## config.mk

```make
export PLATFORM = sky130hd
export DESIGN_NAME = rr_stats
export DESIGN_NICKNAME = d
export VERILOG_FILES = /design/src/rtl/rr_stats.sv
export SDC_FILE = /design/constraint.sdc
export NUM_CORES = 1
export LEC_CHECK = 0
export CORE_ASPECT_RATIO = 2
export CORE_MARGIN = 10
export CORE_UTILIZATION = 69
export DETAILED_ROUTE_END_ITERATION = 10
export DONT_BUFFER_PORTS = 1
export GPL_TIMING_DRIVEN = 0
export PLACE_DENSITY_LB_ADDON = 0.25
export SETUP_SLACK_MARGIN = 0.05
export SLEW_MARGIN = 20
export SYNTH_ARGS = -nofsm -noshare
export SYNTH_HDL_FRONTEND = slang
export SYNTH_SLANG_ARGS = --single-unit
export TNS_END_PERCENT = 50
```

## constraint.sdc

```tcl
create_clock -name i_clk -period 9.3 [get_ports i_clk]
set_clock_uncertainty 0.05 [all_clocks]
set_input_delay 1.395 -clock i_clk [delete_from_list [all_inputs] [get_ports i_clk]]
set_output_delay 1.395 -clock i_clk [all_outputs]
set_load 0.01 [all_outputs]
```

## src/rtl/rr_stats.sv

```systemverilog
// rr_stats: windowed RR-interval averaging and heart-rate computation.
// Accepted beats go into an N_AVG-entry ring whose running sum gives the mean RR.
// A 16-cycle restoring divider then turns 60*FS_HZ / mean into beats per minute.
// Optional feature: define RR_STATS_MINMAX_EN to track the min/max accepted RR.
// Without it, o_rr_min/o_rr_max are tied to zero.
module rr_stats #(
   parameter int DATA_WIDTH = 11,
   parameter int FS_HZ      = 360,
   parameter int N_AVG      = 8,
   parameter int RR_MIN     = 72,
   parameter int RR_MAX     = 720
) (
   input  logic                  i_clk,
   input  logic                  i_nrst,
   input  logic                  i_ce,
   input  logic [DATA_WIDTH-1:0] i_rr_period,
   input  logic                  i_rr_valid,
   output logic                  o_busy,
   output logic [DATA_WIDTH-1:0] o_rr_avg,
   output logic [7:0]            o_hr_bpm,
   output logic                  o_hr_valid,
   input  logic                  i_hr_ready,
   output logic                  o_artifact,
   output logic                  o_overrun,
   output logic [DATA_WIDTH-1:0] o_rr_min,
   output logic [DATA_WIDTH-1:0] o_rr_max
);

   localparam int LOG2N = $clog2(N_AVG);
   localparam int SUM_W = DATA_WIDTH + LOG2N;
   localparam logic [15:0]           NUMER = 16'(60 * FS_HZ);
   localparam logic [DATA_WIDTH-1:0] RR_LO = DATA_WIDTH'(RR_MIN);
   localparam logic [DATA_WIDTH-1:0] RR_HI = DATA_WIDTH'(RR_MAX);

   typedef enum logic [1:0] {IDLE, ACCUM, DIVIDE, OUTPUT} state_t;

   state_t                state_q, state_d;
   logic [DATA_WIDTH-1:0] ring_q [N_AVG];
   logic [DATA_WIDTH-1:0] ring_d [N_AVG];
   logic [SUM_W-1:0]      sum_q, sum_d;
   logic [LOG2N-1:0]      wptr_q, wptr_d;
   logic                  first_q, first_d;
   logic [DATA_WIDTH-1:0] rr_q, rr_d;
   logic [DATA_WIDTH-1:0] avg_q, avg_d;
   logic [DATA_WIDTH-1:0] rem_q, rem_d;
   logic [15:0]           quo_q, quo_d;
   logic [3:0]            cnt_q, cnt_d;
   logic [7:0]            bpm_q, bpm_d;
   logic                  valid_q, valid_d;
   logic                  ovr_q, ovr_d;
   logic                  art_q, art_d;
   logic [DATA_WIDTH:0]   rem_sh;
   logic [DATA_WIDTH-1:0] rem_diff;
   logic                  in_range;

   // Next-state logic: FSM transitions, ring/sum update and one divider step per cycle
   always_comb begin
      state_d  = state_q;
      ring_d   = ring_q;
      sum_d    = sum_q;
      wptr_d   = wptr_q;
      first_d  = first_q;
      rr_d     = rr_q;
      avg_d    = avg_q;
      rem_d    = rem_q;
      quo_d    = quo_q;
      cnt_d    = cnt_q;
      bpm_d    = bpm_q;
      valid_d  = valid_q;
      ovr_d    = ovr_q;
      art_d    = 1'b0;
      rem_sh   = {rem_q, quo_q[15]};
      rem_diff = rem_sh[DATA_WIDTH-1:0] - avg_q;
      in_range = (i_rr_period >= RR_LO) && (i_rr_period <= RR_HI);
      if (i_ce) begin
         if (i_rr_valid && (state_q != IDLE)) begin
            ovr_d = 1'b1;
         end
         case (state_q)
            IDLE: begin
               if (i_rr_valid) begin
                  if (in_range) begin
                     rr_d    = i_rr_period;
                     state_d = ACCUM;
                  end else begin
                     art_d = 1'b1;
                  end
               end
            end
            ACCUM: begin
               if (first_q) begin
                  for (int i = 0; i < N_AVG; i++) begin
                     ring_d[i] = rr_q;
                  end
                  sum_d   = {rr_q, {LOG2N{1'b0}}};
                  first_d = 1'b0;
               end else begin
                  ring_d[wptr_q] = rr_q;
                  sum_d = sum_q - SUM_W'(ring_q[wptr_q]) + SUM_W'(rr_q);
               end
               wptr_d  = wptr_q + LOG2N'(1);
               avg_d   = sum_d[SUM_W-1:LOG2N];
               rem_d   = '0;
               quo_d   = NUMER;
               cnt_d   = 4'd0;
               state_d = DIVIDE;
            end
            DIVIDE: begin
               // Remainder stays below the divisor, so the low bits of the difference are exact
               if (rem_sh >= {1'b0, avg_q}) begin
                  rem_d = rem_diff;
                  quo_d = {quo_q[14:0], 1'b1};
               end else begin
                  rem_d = rem_sh[DATA_WIDTH-1:0];
                  quo_d = {quo_q[14:0], 1'b0};
               end
               cnt_d = cnt_q + 4'd1;
               if (cnt_q == 4'd15) begin
                  state_d = OUTPUT;
               end
            end
            OUTPUT: begin
               if (!valid_q) begin
                  valid_d = 1'b1;
                  bpm_d   = (quo_q[15:8] != 8'd0) ? 8'hFF : quo_q[7:0];
               end else if (i_hr_ready) begin
                  valid_d = 1'b0;
                  state_d = IDLE;
               end
            end
            default: state_d = IDLE;
         endcase
      end
   end

   // State and datapath registers; the artifact pulse self-clears on every edge
   always_ff @(posedge i_clk or negedge i_nrst) begin
      if (!i_nrst) begin
         state_q <= IDLE;
         for (int i = 0; i < N_AVG; i++) begin
            ring_q[i] <= '0;
         end
         sum_q   <= '0;
         wptr_q  <= '0;
         first_q <= 1'b1;
         rr_q    <= '0;
         avg_q   <= '0;
         rem_q   <= '0;
         quo_q   <= '0;
         cnt_q   <= 4'd0;
         bpm_q   <= 8'd0;
         valid_q <= 1'b0;
         ovr_q   <= 1'b0;
         art_q   <= 1'b0;
      end else begin
         state_q <= state_d;
         ring_q  <= ring_d;
         sum_q   <= sum_d;
         wptr_q  <= wptr_d;
         first_q <= first_d;
         rr_q    <= rr_d;
         avg_q   <= avg_d;
         rem_q   <= rem_d;
         quo_q   <= quo_d;
         cnt_q   <= cnt_d;
         bpm_q   <= bpm_d;
         valid_q <= valid_d;
         ovr_q   <= ovr_d;
         art_q   <= art_d;
      end
   end

`ifdef RR_STATS_MINMAX_EN
   logic [DATA_WIDTH-1:0] min_q, max_q;

   // Track extremes of accepted beats; the first beat after reset loads both
   always_ff @(posedge i_clk or negedge i_nrst) begin
      if (!i_nrst) begin
         min_q <= '0;
         max_q <= '0;
      end else if (i_ce && (state_q == ACCUM)) begin
         if (first_q || (rr_q < min_q)) min_q <= rr_q;
         if (first_q || (rr_q > max_q)) max_q <= rr_q;
      end
   end

   assign o_rr_min = min_q;
   assign o_rr_max = max_q;
`else
   assign o_rr_min = '0;
   assign o_rr_max = '0;
`endif

   assign o_busy     = (state_q != IDLE);
   assign o_rr_avg   = avg_q;
   assign o_hr_bpm   = bpm_q;
   assign o_hr_valid = valid_q;
   assign o_artifact = art_q;
   assign o_overrun  = ovr_q;

endmodule

```

# Yosys cells after proc, flatten, opt, wreduce, memory -nomap -nowiden
# Index checks and enable logic that the tools add are counted.
# Widths: inputs -> output; s select.
# classes
add_sub_neg	5
n_lt_le_gt_ge	5
eq_ne	9
mux	26
bitwise	2
n_reduce_logical	14
# op_table
op	count
$bwmux 88	1
$mux 88	1
$mux 11	4
$bmux 11 s3	1
$demux 11 s3	1
$pmux 16 s2	1
$pmux 11 s2	1
$add 14x11->14	1
$mux 14	1
$sub 14x11->14	1
$ge 12x11->1	1
$ge 11x7->1 const B	1
$le 11x10->1 const B	1
$sub 11x11->11	1
$mux 2	5
$ne 2x2->1 const B	5
$mux 8	1
$pmux 2 s4	1
$pmux 4 s2	1
$reduce_and 2->1	4
$reduce_bool 8->1	1
$mux 1	7
$reduce_and 6->1	1
$add 4x1->4 const B	1
13 further kinds	17
# totals
ff_bits	172
word_cells	82

# Depth between registers and ports, before layout
# Gate-level depths: netlist of the first run.
# logic_depth
word_depth	7
ltp_mapped	16
depth_no_buf	15

# Least setup slack after synthesis of the first run
# Ideal clock, no wire load.
# synth_timing
path_type	register to register
from	register wptr_q[0]
to	register sum_q[12]
t_arrival_ns	3.758
t_required_ns	9.172
setup_slack_ns	5.415
stages_incl_launch_ff	14
path_buffers	3
period_less_slack_ns	3.885
path_cell_list	dfrtp_1 clkbuf_1 clkbuf_1 buf_1 mux2_2 fa_1 inv_1 fa_1 a211oi_1 o211a_1 o211ai_1 and3_1 o311a_1 a21oi_1
# synth_via
elab_chain_len	7
# synth_rtl
element	line_no	text
start: declaration	41	logic [LOG2N-1:0] wptr_q, wptr_d;
start signal: assignment	159	wptr_q <= wptr_d;
$not 3->4 (implied by the code)	99	sum_d = sum_q - SUM_W'(ring_q[wptr_q]) + SUM_W'(rr_q);
$bmux 11 s3	99	
$mux 11 (implied by the code) (2 in a row)	99	
$sub 14x11->14	99	
$add 14x11->14	99	
$mux 14	91	if (first_q) begin
end signal: assignment	158	sum_q <= sum_d;
end: declaration	40	logic [SUM_W-1:0] sum_q, sum_d;
# No other way between the ends. The select of a mux whose other input is x is not followed.
# A chain may end at the register's enable or synchronous reset.

# Final worst setup path of the first run
# layout_timing
from	register wptr_q[2]
to	register sum_q[11]
# Same word-level chain as after synthesis.

==> metrics.cfg, run 1 <==
[finish]
finalNetCount=1028
area_growth_pct=9.95
antenna_cells=0
drive_above_1_share_pct=11.5
fin_util_pct=77.3
final_area_um2=9760

[outcome]
status=completed

[pwr]
p_leak_nw=4.64
p_per_area_nw_per_um2=450
peakVddDrop_mv=0.296

[logic_synthesis]
yosys_most_used_dff=dfrtp_1
synthSimpleGateAreaFrac_pct=13.0
avgSynthCellArea_um2=9.55
synth_top_family_by_area=compound AO/OA/AOI/OAI gates
synthXorXnorAreaFrac_pct=1.38
ys_types=65
ys_seq_elements=161
synth_edf_count=0
synthMuxAreaShare_pct=6.66
synth-compound-area-share_pct=18.9
async_reset_ff_share_pct=100
yosysSeqAreaShare_pct=45.4
yosysWarnings=0
synth_fa_ha_area_share_pct=7.08
syn_inst=929
netlist_area_um2=8870

[timing]
slew_headroom_pct=47.2
timing.final.ws_setup_ns=4.15
maxSlewViolCount=0
hold_viol=0
max_freq_ghz=0.194
final.setup.tns_ns=0
min_period_ns=5.15
setup_viol=0
worst_slew_pin_slew_ns=0.792
rsz0062_at_grt=false
whs_ns=0.428
fin_crit_sh_pct=55.4

[floorplanning]
die_w_um=100
rows=58
die_area_um2=18100
fp.dieH_um=180
coreArea_um2=12600
pin_count=61
initial_core_util_pct=70.3

[worst_hold_path]
hold_start=ring_q[74]$_DFFE_PN0P_
hold_depth=2
hp-class=register to register
holdPathEnd=ring_q[74]$_DFFE_PN0P_

[drt]
drc=0
drtIter0Drc=589
post_drt_wl_per_cell_um=23.5
viasPerCell=6.66
dr.pass1.iters=5
drt_wl_total_um=26600
vias=7534
ant_nets=0

[clock_network]
clkTransAtPathRegs_ns=0.07
ctsResizeCount=0
cts_inserted_buffers=17
postCtsSetupBuffers=0
ctsHoldBuffers=0
cts_root_buf=clkbuf_16
cts_tree=done
clk_latency_ns=0.44
clkSinkCount=161
cts_buffer_depth=2
htree_levels=4

[global_route]
gr-total-overflow=0
first_global_vias=7698
track_usage_pct=29.8
grt_pass1_wl_um=41900
grt_max_degree=162
antenna_found_initial=0

[critical_path]
reg2reg_from=wptr_q[2]$_DFFE_PN0P_
r2r_slack_ns=4.15
r2r_end=sum_q[11]$_DFFE_PN0P_
crit_type=register to register
path_max_fanout=10
crit_path_end_kind=register
reg2regPathDepth=16
startpoint_type=register
worst_ep_arrival_time_ns=5.44
cp.required_ns=9.59

[placed_design]
dp_hpwl_um=19000
dp_slack_ns=4.44
port_buffers=0
placedInstanceArea_um2=9140
place_congestion=1.01

[job]
cap_violations=0

-- cell usage in the layout, fill, tap and decap left out, types with 12 or more instances in the layout --
master	synthesis	routed
nor2_1	38	38
o21ai_0	117	117
nand3_1	29	29
mux2_2	28	28
nand2_1	134	134
inv_1	61	61
and3_1	12	12
a21oi_1	30	30
clkbuf_16	0	17
a21o_1	12	12
fa_1	12	12
conb_1	1	22
a221oi_1	16	16
buf_4	33	33
ha_1	31	31
dfrtp_1	160	160
clkbuf_1	39	39
-- sequential cells by signal, indices dropped and copies added (netlist names) --
name / count
ring_q: 88
quo_q: 16
sum_q: 14
rem_q: 11
rr_q: 11
o_hr_bpm: 8
cnt_q: 4
wptr_q: 3
state_q: 2
first_q: 1
o_artifact: 1
o_hr_valid: 1
o_overrun: 1
-- worst max path at each step --
stage                           from               endpoint  slack [ns]  cells after the start
2_1_floorplan  wptr_q[0]$_DFFE_PN0P_  sum_q[12]$_DFFE_PN0P_        5.41                     13
3_3_place_gp   wptr_q[0]$_DFFE_PN0P_  sum_q[12]$_DFFE_PN0P_        4.46                     13
3_5_place_dp   wptr_q[2]$_DFFE_PN0P_  sum_q[11]$_DFFE_PN0P_        4.44                     16
4_1_cts        wptr_q[2]$_DFFE_PN0P_  sum_q[11]$_DFFE_PN0P_        4.34                     16
5_1_grt        wptr_q[2]$_DFFE_PN0P_  sum_q[11]$_DFFE_PN0P_        3.84                     16
6_report       wptr_q[2]$_DFFE_PN0P_  sum_q[11]$_DFFE_PN0P_        4.15                     16
-- cell type report --
| cell class | count | area (um^2) |
|---|---|---|
| Clock buffer | 17 | 425 |
| Fill cell | 904 | 2870 |
| Buffer | 80 | 433 |
| Tap cell | 150 | 188 |
| Inverter | 64 | 240 |
| Sequential cell | 161 | 4030 |
| Multi-Input combinational cell | 645 | 4250 |
| Clock inverter | 15 | 191 |
-- stage by stage --
step / instances / total power [mW]
floorplan: 950 / 2.86
CTS: 1132 / 4.29
global placement: 1100 / 3.41
detailed placement: 1100 / 3.49
global route: 1132 / 4.68
finish: 1132 / 4.39
-- report_power, final --
group	switching [mW]	internal, mW	total, mW
sequential	0.222	0.950	1.17
combinational	1.54	0.952	2.49
clock	0.337	0.388	0.725
total	2.10	2.29	4.39
-- cells by family after synthesis --
group	after synthesis
multiplexers	46
AO/OA/AOI/OAI	261
AND/OR/NAND/NOR	259
adder cells (fa/ha/maj)	43
buffers and inverters	144
XOR/XNOR	14
flip-flops	161
other	1
-- cells in the mapped netlist (4+ instances only) --
library cell / number / area share [%]
xnor2_1: 9 / 0.89
buf_1: 6 / 0.25
buf_4: 33 / 2.8
o311ai_0: 6 / 0.59
o22a_1: 8 / 0.79
o211ai_1: 8 / 0.68
nor2_1: 38 / 1.6
a221oi_1: 16 / 1.6
xor2_1: 5 / 0.49
fa_1: 12 / 2.7
and2_1: 7 / 0.49
a211oi_1: 7 / 0.59
nor3_1: 11 / 0.62
mux4_2: 4 / 1.0
a21oi_1: 30 / 1.7
nand2_1: 134 / 5.7
a22o_1: 8 / 0.79
mux2i_1: 5 / 0.56
clkbuf_1: 39 / 1.6
nand2b_1: 4 / 0.28
inv_1: 61 / 2.6
a22oi_1: 4 / 0.34
a31oi_1: 8 / 0.56
nor2b_1: 6 / 0.42
mux2_4: 9 / 1.5
ha_1: 31 / 4.4
a221o_1: 4 / 0.45
mux2_2: 28 / 3.6
and3_1: 12 / 0.85
a21o_1: 12 / 1.0
nand3b_1: 5 / 0.42
dfrtp_1: 160 / 45
o21ai_0: 117 / 6.6
o21a_1: 5 / 0.42
nand3_1: 29 / 1.6
-- worst max-delay path, cell delays in order (launching register included) --
cell      delay, ns
dfrtp_1        0.32
clkbuf_1       0.33
buf_1          0.58
mux2i_1        0.30
nor2_1         0.06
a311oi_1       0.53
a21oi_1        0.12
a221o_1        0.37
fa_1           0.50
inv_1          0.04
ha_1           0.35
o21ai_0        0.09
a221oi_1       0.58
nand2_1        0.23
o221ai_1       0.25
xnor2_1        0.13
o31ai_1        0.22
-- routing by layer --
| layer | part of all wire, % | GRT usage [%] |
|---|---|---|
| met1 | 31 | 29.5 |
| met4 | 9.0 | 23.5 |
| met2 | 53 | 51.9 |
| met5 | 0 | 0 |
| met3 | 6.7 | 5.84 |
Note: power is estimated with default switching activity, not from simulation.
==> inputs of run 2 (changes only) <==
- CORE_UTILIZATION: 69 -> 58
- clock period: 9.3 -> 4.7 ns (I/O delays scaled with it)
==> metrics.cfg, run 2 (synthesis gave the netlist of run 1 again) <==
[finish]
antenna_cells=0
mostFrequentLayoutCell=dfrtp_1
reg_top3=ring_q (88), quo_q (16), sum_q (14)
drive_above_1_share_pct=13.1
largest_register_ffs=88
fillers=1205
regArea_um2=4030
multi_input_area_um2=4270
final_cell_mix=160 x dfrtp_1, 134 x nand2_1, 116 x o21ai_0
area_growth_pct=11.4
finalNetCount=1031
fin_util_pct=66.4
largest_register=ring_q

[global_route]
antenna_found_initial=0
use_met3_pct=4.27
met2_usage_pct=45.8
busiest_layer=met2
grt_pass1_wl_um=39400
grt_max_degree=161
first_global_vias=7511
track_usage_pct=24.3
gr-total-overflow=0
use_met1_pct=22.3

[floorplanning]
pin_count=61
initial_core_util_pct=59.6
coreArea_um2=14900
die_area_um2=20900
die_w_um=107
fp.dieH_um=195
rows=63

[drt]
dr.pass1.iters=5
drt_wl_total_um=25200
vias=7189
drtIter0Drc=369
ant_nets=0
post_drt_wl_per_cell_um=21.4
viasPerCell=6.10
drc=0

[critical_path]
startpoint_type=register
cp.required_ns=5.01
crit_path_end_kind=register
r2r_end=sum_q[12]$_DFFE_PN0P_
reg2reg_from=wptr_q[1]$_DFFE_PN0P_
path_max_fanout=10
worst_ep_arrival_time_ns=4.81
reg2regPathDepth=15
crit_type=register to register
r2r_slack_ns=0.20

[job]
cap_violations=0

[placed_design]
dp_hpwl_um=19000
place_congestion=0.927
port_buffers=0

[clock_network]
htree_levels=4
cts_root_buf=clkbuf_16
cts_tree=done
clk_latency_ns=0.44
clkSinkCount=161
cts_inserted_buffers=17
cts_buffer_depth=2
clkTransAtPathRegs_ns=0.06

[pwr]
p_int_mw=4.64
p_leak_nw=4.68
p_per_area_nw_per_um2=857
power.share.combinational_pct=55.8
peakVddDrop_mv=0.476
clkPwrFrac_pct=16.9
switching_share_pct=45.2
seq_power_share_pct=27.3
power_mw=8.48
power_switching_mw=3.83

[timing]
worst_slew_pin_slew_ns=0.865
max_freq_ghz=0.222
maxSlewViolCount=0
hold_viol=0
slew_headroom_pct=42.3
setup_viol=0
min_period_ns=4.50
rsz0062_at_grt=false
fin_crit_sh_pct=95.7

[worst_hold_path]
hp-class=primary input to asynchronous set/reset pin

[outcome]
status=completed

[run 2: worst max-delay path, cell delays in order (launching register included)]
cell,delay [ns]
dfrtp_1,0.35
buf_2,0.30
clkinvlp_4,0.36
nor2_2,0.40
a221oi_1,0.16
o21ai_0,0.40
ha_1,0.18
inv_1,0.04
ha_1,0.21
fa_1,0.44
a211oi_1,0.44
o211a_1,0.34
o211ai_1,0.16
and3_1,0.19
o311a_1,0.29
a21oi_1,0.11
[run 2: worst max-delay path by stage]
stage                               start                    end  slack, ns  cells after the start
floorplan           wptr_q[0]$_DFFE_PN0P_  sum_q[12]$_DFFE_PN0P_       0.81                     13
global placement    wptr_q[0]$_DFFE_PN0P_  sum_q[12]$_DFFE_PN0P_      -0.05                     13
detailed placement  wptr_q[0]$_DFFE_PN0P_  sum_q[13]$_DFFE_PN0P_      -0.15                     14
CTS                 wptr_q[1]$_DFFE_PN0P_  sum_q[13]$_DFFE_PN0P_       0.10                     15
global route        wptr_q[1]$_DFFE_PN0P_  sum_q[13]$_DFFE_PN0P_       0.06                     14
finish              wptr_q[1]$_DFFE_PN0P_  sum_q[12]$_DFFE_PN0P_       0.20                     15
[run 2: per-stage QoR]
step / area, um^2 / std cells / hold WS, ns / setup WS (ns) / setup TNS (ns)
2_1_floorplan: 8950 / 950 / 0.359 / 0.815 / 0
3_3_place_gp: 9200 / 1145 / 0.368 / -0.0506 / -0.0794
6_report: 9890 / 1178 / 0.0561 / 0.203 / 0
5_1_grt: 9890 / 1178 / 0.0509 / 0.0553 / 0
4_1_cts: 9830 / 1176 / 0.0538 / 0.101 / 0
3_5_place_dp: 9200 / 1145 / 0.366 / -0.148 / -0.213
[run 2: timing repair]
| action | CTS | global route |
|---|---|---|
| buffers inserted | 0 | 3 |
| hold buffers | 1 | 0 |
| endpoints found under the setup margin | 4 | 4 |
| gates resized for setup | 5 | 20 |
| endpoints found under the hold margin | 160 | 0 |
[run 2: final cells by class]
type / instances / share of cell area [%]
multi-input combinational: 645 / 43.2
timing repair buffer: 4 / 0.506
buffer: 79 / 4.47
inverter: 64 / 2.51
clock inverter: 9 / 1.34
tap: 195 / 2.47
clock buffer: 21 / 4.76
sequential: 161 / 40.8
[run 2: power groups by stage]
stage          sequential (mW)  combinational (mW)  clock [mW]
2_1_floorplan             2.14                3.52           0
3_3_place_gp              2.29                4.45           0
3_5_place_dp              2.31                4.55           0
4_1_cts                   2.29                4.63        1.43
5_1_grt                   2.37                5.19        1.48
6_report                  2.31                4.73        1.43
[run 2: metal layers]
| metal | part of all wire [%] | wire (um) |
|---|---|---|
| met5 | 0 | 0 |
| met1 | 32 | 8150 |
| met3 | 4.5 | 1130 |
| met2 | 56 | 14000 |
| met4 | 7.6 | 1930 |
==> inputs of run 3 (changes only) <==
- CORE_UTILIZATION: 58 -> 64
- clock period: 4.7 -> 4.6 ns (I/O delays scaled with it)
==> metrics.cfg, run 3 (synthesis gave the netlist of run 1 again) <==
[timing]
final.setup.tns_ns=0
maxSlewViolCount=0
max_freq_ghz=0.224
fin_crit_sh_pct=97.0
worst_slew_pin_slew_ns=0.998
whs_ns=0.0435
min_period_ns=4.46
setup_viol=0
hold_viol=0
rsz0062_at_grt=true
timing.final.ws_setup_ns=0.137
slew_headroom_pct=32.8

[floorplanning]
die_area_um2=19300
initial_core_util_pct=65.7
coreArea_um2=13500
rows=60
die_w_um=103
pin_count=61
fp.dieH_um=187

[placed_design]
place_congestion=1.01
dp_cells=1105
dp_slack_ns=-0.320
port_buffers=0
dp_hpwl_um=18700
placedInstanceArea_um2=9150

[job]
cap_violations=0

[drt]
drc=0
post_drt_wl_per_cell_um=22.6
vias=7411
drtIter0Drc=426
dr.pass1.iters=6
drt_wl_total_um=25800
viasPerCell=6.50
ant_nets=0

[finish]
final_cell_mix=159 x dfrtp_1, 134 x nand2_1, 117 x o21ai_0
final_area_um2=9850
largest_register=ring_q
finalNetCount=1031
largest_register_ffs=88
antenna_cells=0
final_cells=1140
area_growth_pct=11.0
fin_util_pct=72.9
mostFrequentLayoutCell=dfrtp_1
drive_above_1_share_pct=13.7
reg_top3=ring_q (88), quo_q (16), sum_q (14)

[outcome]
status=completed

[clock_network]
clkTransAtPathRegs_ns=0.07
cts_inserted_buffers=17
clk_latency_ns=0.44
cts_root_buf=clkbuf_16
cts_buffer_depth=2
clkSinkCount=161
cts_tree=done
htree_levels=4

[pwr]
p_per_area_nw_per_um2=895
power_mw=8.82
peakVddDrop_mv=0.636
p_leak_nw=4.69

[critical_path]
crit_type=register to register
crit_path_end_kind=register
critPathMaxStageDelay_ns=0.45
cp.required_ns=4.91
reg2regPathDepth=15
critPathTopFamily=compound AO/OA/AOI/OAI gates
path_max_fanout=10
r2r_slack_ns=0.14
path_cells=clkbuf_2 -> clkbuf_2 -> nor2b_2 -> a221oi_1 -> o21ai_0 -> ha_1 -> inv_1 -> ha_1 -> fa_1 -> a211oi_2 -> o211a_1 -> o211ai_1 -> and3_1 -> o311a_1 -> a21oi_1
reg2reg_from=wptr_q[0]$_DFFE_PN0P_
r2r_end=sum_q[12]$_DFFE_PN0P_
crit_buf_inv=3
worst_ep_arrival_time_ns=4.78
crit_slowest_cell=fa_1
startpoint_type=register

[global_route]
first_global_vias=7930
grt_pass1_wl_um=41400
gr-total-overflow=0
antenna_found_initial=0
grt_max_degree=161
track_usage_pct=28.0

[worst_hold_path]
hp-class=primary input to asynchronous set/reset pin

-- run 3: cell types whose count changed in the layout (fill, tap and decap cells not counted), moves of 2 or more --
cell,before,now
bufinv_16,3,0
clkbuf_8,3,1
clkinv_2,2,0
clkinv_4,2,0
clkinv_8,0,2
clkinvlp_4,4,2
inv_6,0,6
inv_8,0,6
-- run 3: worst max path at each step --
stage,end,slack [ns],from,cells past startpoint
floorplan,sum_q[12]$_DFFE_PN0P_,0.71,wptr_q[0]$_DFFE_PN0P_,13
detailed placement,sum_q[13]$_DFFE_PN0P_,-0.32,wptr_q[0]$_DFFE_PN0P_,14
CTS,sum_q[12]$_DFFE_PN0P_,0.06,wptr_q[1]$_DFFE_PN0P_,15
global placement,sum_q[13]$_DFFE_PN0P_,-0.25,wptr_q[0]$_DFFE_PN0P_,14
finish,sum_q[12]$_DFFE_PN0P_,0.14,wptr_q[0]$_DFFE_PN0P_,15
global route,sum_q[11]$_DFFE_PN0P_,0.07,wptr_q[1]$_DFFE_PN0P_,15
-- run 3: layer usage --
metal  share of wire [%]  GRT usage (%)  wire length [um]  vias to the layer above
met2                  53           48.4             13700                      355
met3                 5.9           6.25              1530                      183
met1                  31           26.1              8040                     3564
met5                   0              0                 0                        -
li1                    -              -                 -                     3309
met4                 9.8           24.2              2540                        0
-- run 3: power by group --
part           switching (mW)  internal, mW
registers               0.460          1.92
logic                    3.04          1.97
clock network           0.678         0.747
total                    4.18          4.64
-- run 3: layout make-up --
| type | count | area, um^2 |
|---|---|---|
| fill | 1018 | 3660 |
| timing repair buffer | 4 | 50.0 |
| clock buffer | 18 | 439 |
| inverter | 64 | 248 |
| clock inverter | 14 | 153 |
| multi-input combinational | 645 | 4300 |
| sequential | 161 | 4030 |
| tap | 155 | 194 |
| buffer | 79 | 442 |
-- run 3: what timing repair did --
item | in CTS | in global routing
resized for setup | 10 | 16
hold endpoints to repair | 160 | 0
hold buffers | 1 | 0
gates cloned | 0 | 0
setup buffers | 0 | 3
endpoints found under the setup margin | 7 | 7
